===== src/rtl/rgb_pkg.sv =====
// rgb_pkg: shared types and constants for the RGB888 -> RGB565 stream path.
//   - rgb888_t / rgb565_t : packed pixel layouts, red in the MSBs.
//   - R_BITS/G_BITS/B_BITS : packed channel widths (5/6/5).
//   - SUM_BITS             : width of a channel value plus dither threshold.
//   - bayer_at()           : 4x4 ordered-dither matrix lookup, value 0..15.
package rgb_pkg;

  localparam int R_BITS   = 5;
  localparam int G_BITS   = 6;
  localparam int B_BITS   = 5;
  localparam int SUM_BITS = 9;

  typedef struct packed {
    logic [7:0] r;
    logic [7:0] g;
    logic [7:0] b;
  } rgb888_t;

  typedef struct packed {
    logic [R_BITS-1:0] r;
    logic [G_BITS-1:0] g;
    logic [B_BITS-1:0] b;
  } rgb565_t;

  // Bayer matrix rows (row 0 first):
  //   0  8  2 10 / 12  4 14  6 / 3 11  1  9 / 15  7 13  5
  // Stored as 16 nibbles, entry {row,col} at bit offset {row,col}*4, so the
  // last hex digit is B[0][0].
  localparam logic [63:0] BAYER_TBL = 64'h5D7F_91B3_6E4C_A280;

  function automatic logic [3:0] bayer_at(input logic [1:0] row, input logic [1:0] col);
    logic [5:0] base;
    base = {row, col, 2'b00};
    return BAYER_TBL[base +: 4];
  endfunction

endpackage


===== src/rtl/rgb_quantize_ch.sv =====
// rgb_quantize_ch: one colour channel of the 8-bit -> OUT_BITS quantiser.
// The channel is split across the two pipeline stages of the top level:
//   - ch_i, thr_i -> sum_o : 9-bit sum of the channel and its dither
//                            threshold, registered by the parent (stage A).
//   - sum_i       -> q_o   : the registered sum scaled down to OUT_BITS and
//                            saturated to all-ones (stage B).
// Ports:
//   ch_i  [7:0]          8-bit channel value
//   thr_i [2:0]          dither threshold (0 when dithering is off)
//   sum_o [SUM_BITS-1:0] ch_i + thr_i
//   sum_i [SUM_BITS-1:0] registered sum from stage A
//   q_o   [OUT_BITS-1:0] saturated quantised channel
module rgb_quantize_ch
  import rgb_pkg::*;
#(
  parameter int OUT_BITS = 5
) (
  input  logic [7:0]          ch_i,
  input  logic [2:0]          thr_i,
  output logic [SUM_BITS-1:0] sum_o,
  input  logic [SUM_BITS-1:0] sum_i,
  output logic [OUT_BITS-1:0] q_o
);

  localparam int SHIFT = 8 - OUT_BITS;

  logic [SUM_BITS-1:0] shifted;

  always_comb begin
    sum_o   = {1'b0, ch_i} + {6'b000000, thr_i};
    shifted = sum_i >> SHIFT;
    // Any bit above the output width means the dithered value crossed full
    // scale; clamp instead of wrapping back to black.
    if (|shifted[SUM_BITS-1:OUT_BITS]) begin
      q_o = '1;
    end else begin
      q_o = shifted[OUT_BITS-1:0];
    end
  end

endmodule


===== src/rtl/rgb888_to_rgb565_stream.sv =====
// rgb888_to_rgb565_stream: streaming RGB888 -> RGB565 packer with optional
// 4x4 ordered dither, two-stage valid/ready pipeline.
// Ports:
//   clk, reset_ni           clock, asynchronous active-low reset
//   s_valid_i/s_ready_o     input handshake
//   s_data_i [23:0]         {R,G,B} 8 bits each
//   s_sof_i / s_eol_i       first pixel of frame / last pixel of line
//   dither_en_i             1 = Bayer dither, 0 = truncate (per accepted beat)
//   m_valid_o/m_ready_i     output handshake
//   m_data_o [15:0]         {R5,G6,B5}
//   m_sof_o / m_eol_o       markers travelling with the pixel
// Parameter DITHER_DEFAULT records the intended power-on dither setting; the
// live control is dither_en_i.
module rgb888_to_rgb565_stream
  import rgb_pkg::*;
#(
  parameter logic DITHER_DEFAULT = 1'b1
) (
  input  logic        clk,
  input  logic        reset_ni,
  input  logic        s_valid_i,
  output logic        s_ready_o,
  input  logic [23:0] s_data_i,
  input  logic        s_sof_i,
  input  logic        s_eol_i,
  input  logic        dither_en_i,
  output logic        m_valid_o,
  input  logic        m_ready_i,
  output logic [15:0] m_data_o,
  output logic        m_sof_o,
  output logic        m_eol_o
);

  // Handshake: a beat transfers on a port exactly when valid && ready on the
  // same rising edge. Valid never waits on ready, and once m_valid_o is high
  // the output word and markers are held until m_ready_i takes it. s_ready_o
  // depends only on pipeline state and m_ready_i, never on s_valid_i.

  logic unused_dither_default;
  assign unused_dither_default = DITHER_DEFAULT;

  rgb888_t pix;
  assign pix = rgb888_t'(s_data_i);

  // Dither position counters.
  logic [1:0] col_q, col_d;
  logic [1:0] row_q, row_d;
  logic [1:0] eff_col, eff_row;
  logic [3:0] bayer_val;
  logic [2:0] t5;
  logic [1:0] t6;

  // Handshake.
  logic accept;
  logic load_b;

  // Stage A: raw sums and markers.
  logic                va_q, va_d;
  logic [SUM_BITS-1:0] sum_r_q, sum_r_d;
  logic [SUM_BITS-1:0] sum_g_q, sum_g_d;
  logic [SUM_BITS-1:0] sum_b_q, sum_b_d;
  logic                sof_a_q, sof_a_d;
  logic                eol_a_q, eol_a_d;

  // Stage B: packed output word and markers.
  logic    vb_q, vb_d;
  rgb565_t data_b_q, data_b_d;
  logic    sof_b_q, sof_b_d;
  logic    eol_b_q, eol_b_d;

  // Quantiser taps.
  logic [SUM_BITS-1:0] sum_r_c, sum_g_c, sum_b_c;
  logic [R_BITS-1:0]   q_r;
  logic [G_BITS-1:0]   q_g;
  logic [B_BITS-1:0]   q_b;

  rgb_quantize_ch #(.OUT_BITS(R_BITS)) u_q_r (
    .ch_i  (pix.r),
    .thr_i (t5),
    .sum_o (sum_r_c),
    .sum_i (sum_r_q),
    .q_o   (q_r)
  );

  rgb_quantize_ch #(.OUT_BITS(G_BITS)) u_q_g (
    .ch_i  (pix.g),
    .thr_i ({1'b0, t6}),
    .sum_o (sum_g_c),
    .sum_i (sum_g_q),
    .q_o   (q_g)
  );

  rgb_quantize_ch #(.OUT_BITS(B_BITS)) u_q_b (
    .ch_i  (pix.b),
    .thr_i (t5),
    .sum_o (sum_b_c),
    .sum_i (sum_b_q),
    .q_o   (q_b)
  );

  // Handshake and dither position.
  always_comb begin
    load_b    = !vb_q || m_ready_i;
    // Stage A can take a new pixel when it is empty or its pixel is moving
    // into stage B on this edge.
    s_ready_o = !va_q || load_b;
    accept    = s_valid_i && s_ready_o;

    // A start-of-frame pixel is always placed at the matrix origin,
    // whatever the counters held.
    eff_col   = s_sof_i ? 2'd0 : col_q;
    eff_row   = s_sof_i ? 2'd0 : row_q;
    bayer_val = bayer_at(eff_row, eff_col);
    t5        = dither_en_i ? bayer_val[3:1] : 3'd0;
    t6        = dither_en_i ? bayer_val[3:2] : 2'd0;

    col_d = col_q;
    row_d = row_q;
    if (accept) begin
      if (s_eol_i) begin
        col_d = 2'd0;
        row_d = eff_row + 2'd1;
      end else begin
        col_d = eff_col + 2'd1;
        row_d = eff_row;
      end
    end
  end

  // Stage A next state.
  always_comb begin
    va_d    = va_q;
    sum_r_d = sum_r_q;
    sum_g_d = sum_g_q;
    sum_b_d = sum_b_q;
    sof_a_d = sof_a_q;
    eol_a_d = eol_a_q;
    if (accept) begin
      va_d    = 1'b1;
      sum_r_d = sum_r_c;
      sum_g_d = sum_g_c;
      sum_b_d = sum_b_c;
      sof_a_d = s_sof_i;
      eol_a_d = s_eol_i;
    end else if (load_b) begin
      // Contents moved on to stage B and nothing replaced them.
      va_d = 1'b0;
    end
  end

  // Stage B next state.
  always_comb begin
    vb_d     = vb_q;
    data_b_d = data_b_q;
    sof_b_d  = sof_b_q;
    eol_b_d  = eol_b_q;
    if (load_b) begin
      vb_d = va_q;
      if (va_q) begin
        data_b_d = '{r: q_r, g: q_g, b: q_b};
        sof_b_d  = sof_a_q;
        eol_b_d  = eol_a_q;
      end
    end
  end

  always_ff @(posedge clk or negedge reset_ni) begin
    if (!reset_ni) begin
      col_q    <= 2'd0;
      row_q    <= 2'd0;
      va_q     <= 1'b0;
      sum_r_q  <= '0;
      sum_g_q  <= '0;
      sum_b_q  <= '0;
      sof_a_q  <= 1'b0;
      eol_a_q  <= 1'b0;
      vb_q     <= 1'b0;
      data_b_q <= '0;
      sof_b_q  <= 1'b0;
      eol_b_q  <= 1'b0;
    end else begin
      col_q    <= col_d;
      row_q    <= row_d;
      va_q     <= va_d;
      sum_r_q  <= sum_r_d;
      sum_g_q  <= sum_g_d;
      sum_b_q  <= sum_b_d;
      sof_a_q  <= sof_a_d;
      eol_a_q  <= eol_a_d;
      vb_q     <= vb_d;
      data_b_q <= data_b_d;
      sof_b_q  <= sof_b_d;
      eol_b_q  <= eol_b_d;
    end
  end

  assign m_valid_o = vb_q;
  assign m_data_o  = data_b_q;
  assign m_sof_o   = sof_b_q;
  assign m_eol_o   = eol_b_q;

endmodule


===== config.mk =====
export PLATFORM = sky130hd
export DESIGN_NAME = rgb888_to_rgb565_stream
export DESIGN_NICKNAME = d
export VERILOG_FILES = /design/src/rtl/rgb_pkg.sv /design/src/rtl/rgb_quantize_ch.sv /design/src/rtl/rgb888_to_rgb565_stream.sv
export SDC_FILE = /design/constraint.sdc
export NUM_CORES = 1
export LEC_CHECK = 0
export CAP_MARGIN = 20
export CORE_ASPECT_RATIO = 1.1
export CORE_MARGIN = 2
export CORE_UTILIZATION = 53
export CTS_CLUSTER_DIAMETER = 150
export DETAILED_ROUTE_END_ITERATION = 8
export PLACE_DENSITY = 0.86
export SLEW_MARGIN = 20
export SYNTH_ARGS = -nofsm -noshare
export SYNTH_HDL_FRONTEND = slang
export SYNTH_SLANG_ARGS = --single-unit

===== constraint.sdc =====
create_clock -name clk -period 3.6 [get_ports clk]
set_clock_uncertainty 0.15 [all_clocks]
set_input_delay 0.36 -clock clk [delete_from_list [all_inputs] [get_ports clk]]
set_output_delay 0.36 -clock clk [all_outputs]
set_load 0.01 [all_outputs]

==> summary.txt <==
Outcome
  • Status: completed

STA
  • Slew Viols, Final: 0
  • Worst rel slew slack: 0.355
  • RSZ-0062 raised after global routing: no
  • Setup TNS Final: 0 ps
  • Slack of the critical path: 1360 ps
  • Fin. Hold Viols: 0
  • Tmin final: approximately 2200 ps
  • Endpoints failing setup: 0
  • Worst Max-Slew Pin Slew: 968 ps
  • Tcrit/Tclk final: 0.622
  • Fmax: 447 MHz

Worst setup path
  • CP max-delay cell: clkdlybuf4s50_1
  • Worst Setup Path Type: input port to register
  • Reg2reg path depth: 6
  • Worst reg-to-reg setup slack: 1550 ps
  • Worst-path cell chain: clkdlybuf4s50_1, nor2b_1, o2111ai_1, nor2_1, nand2_1, xor2_1, o21ai_0
  • R2R Path End: sum_b_q[4]$_DFFE_PN0P_
  • RR Startpoint: col_q[1]$_DFFE_PN0P_
  • WP depth: 7
  • Largest fanout on the critical path: 7
  • CP max stage delay: around 520 ps
  • WP buf/inv: 1
  • Critical Path Sink Type: register
  • WP data required: 3670 ps
  • Crit path max-delay family: simple AND/OR/NAND/NOR gates
  • Critical path arrival: about 2300 ps
  • Worst setup SP type: input port

Die
  • Chip height: a little over 70 um
  • Die X: ~65 um
  • Core Region: between 0.003 and 0.004 sq mm
  • Initial Utilization: 0.548
  • I/O pin cnt: 51
  • Die area: roughly 0.0046 sq mm
  • Rows: 24

Global routing
  • Vias in the first global route: approximately 1.7k
  • Initial antenna violation count: 0
  • Total gr overflow: 0
  • First-pass GRT wire length: between 7000 and 8000 um
  • All-layer global routing usage: 0.211
  • Largest net degree at the start of global routing: 46

Clock tree
  • Max H-tree Level: 2
  • Total CTS buffers: 5
  • CTS Sinks: 45
  • Clk Latency, worst-skew pair: ~300 ps
  • Reg clk slew, reported paths: roughly 90 ps
  • CTS tree: done
  • CTS-repair resized insts: 0
  • Cts hold-fix bufs: 0
  • CTS Buffer Depth: 2
  • Post-CTS setup buffers: 0
  • Root buffer cell: clkbuf_8

Synthesis
  • Cell count after synthesis: 240
  • Synth Cell Area: 0.00217 sq mm
  • Post-synth EDFFs: 0
  • Post-Syn Area per Cell: between 9 and 10 sq um
  • Area leader, netlist: dfrtp_1
  • Post-synth top flop: dfrtp_1
  • Synth area leaders: dfrtp_1 52%, nor2_1 6.4%, nand2_1 6.2%, a21oi_1 5.3%, o21ai_0 4.6%
  • Yosys top cell area share: 0.518
  • Mapped Nets: roughly 270
  • Ys async rst share: 1.00
  • Sequential element share of the synthesized area: 0.518
  • Post-synth cell types: 33
  • Register bit total from synthesis: 45
  • Ys Warns: 0

Placement
  • Placed cell areas: roughly 0.0027 sq mm
  • Placer congestion estimate: 0.825
  • Hpwl dp: ~3300 um
  • Setup slack at placement: 1070 ps
  • I/O Buffers: 50

Route
  • Vias/cell: approximately 5.5
  • Drt first pass iters: 4
  • Post-route ant nets: 0
  • DR DRC count: 0
  • Iteration-0 DRC count of the detailed router: 92
  • Via count: around 1.9k
  • DR WL/cell: about 13 um
  • Final WL: ~4600 um

Cells and area
  • Layout Utilization: 0.713
  • Layout cell share with drive strength beyond 1: 0.0621
  • Antenna fix cells: 0
  • Fillcell total: approximately 330
  • Most common cell after layout, fill and taps aside: clkdlybuf4s50_1
  • Post-route design area: around 0.0028 sq mm
  • Most frequent cells in the layout: 49 x clkdlybuf4s50_1, 45 x dfrtp_1, 37 x nor2_1
  • Layout area overhead: 30.1%
  • Final nets: 320

Pwr
  • VDD IR max: approximately 0.00023 V
  • Power per cell area: ~500 mW/mm^2
  • Total power: roughly 0.0014 W
  • Leakage power: roughly 1.1 nW

Worst hold path
  • Hold Crit Class: input port to async pin

Job
  • Maxcap violations: 0
-- per-layer routing --
metal,up-vias,track usage,wire (um)
li1,930,-,-
met1,879,0.269,1920
met2,49,0.356,2420
met3,6,0.0445,172
met4,0,0.0810,76
met5,-,0,0
-- synth_stat cells, types with 2 or more instances --
library cell / number
dfrtp_1: 45
nand4_1: 7
nand2_1: 36
o31ai_1: 2
o211ai_1: 4
xor2_1: 6
or4_1: 2
xnor2_1: 9
and2_1: 2
mux2i_1: 2
o21ai_0: 20
nor2_1: 37
a21oi_1: 23
clkbuf_1: 10
nand3_1: 6
inv_1: 3
nand3b_1: 2
mux2_2: 2
nand2b_1: 5
nor2b_1: 3
o2111ai_1: 2
-- per-stage QoR --
stage / hold WS (ps) / cells
2_1_floorplan: -85.6 / 240
3_3_place_gp: 309 / 334
3_5_place_dp: 324 / 334
4_1_cts: 85.8 / 342
5_1_grt: 134 / 342
6_report: 59.2 / 342
-- worst register-to-register path: cells and delay by family, from the launching register on --
family / cells / cell delay, ps
XOR/XNOR: 2 / 520
AO/OA/AOI/OAI: 4 / 870
flip-flops: 1 / 440
-- state kept, by name (all words and copies together) (netlist names) --
| name | count |
|---|---|
| m_data_o | 16 |
| sum_g_q | 7 |
| sum_b_q | 6 |
| sum_r_q | 6 |
| col_q | 2 |
| row_q | 2 |
| eol_a_q | 1 |
| m_eol_o | 1 |
| m_sof_o | 1 |
| m_valid_o | 1 |
| sof_a_q | 1 |
| va_q | 1 |
-- power by group --
group	switching [W]	internal, W	leakage [nW]
clock network	0.000177	0.000208	0.0543
logic	0.000192	0.000194	0.550
registers	0.0000605	0.000592	0.538
total	0.000429	0.000994	1.14
-- cell families after synthesis --
kind of cell           Yosys count  share of synthesized area
AND/OR/NAND/NOR                104                      0.214
AO/OA/AOI/OAI                   59                      0.165
flip-flops                      45                      0.518
XOR/XNOR                        15                     0.0605
buffers and inverters           13                     0.0225
multiplexers                     4                     0.0196
-- how the worst max path moves through the flow --
stage	startpoint	to
after CTS	s_sof_i	sum_g_q[7]$_DFFE_PN0P_
after detailed placement	s_sof_i	sum_g_q[7]$_DFFE_PN0P_
after floorplan	col_q[1]$_DFFE_PN0P_	sum_r_q[3]$_DFFE_PN0P_
after global placement	s_sof_i	sum_g_q[5]$_DFFE_PN0P_
after global routing	s_sof_i	sum_g_q[7]$_DFFE_PN0P_
final	s_sof_i	sum_g_q[7]$_DFFE_PN0P_
-- cell type report --
cell class,count,area [sq um],share of cell area
tap,52,65.1,0.0230
clock inverter,3,46.3,0.0164
inverter,3,11.3,0.00399
multi-input combinational,182,997,0.353
sequential,45,1130,0.399
timing repair buffer,52,510,0.181
clock buffer,5,68.8,0.0244
No activity file was read; power rests on OpenSTA's default activity.
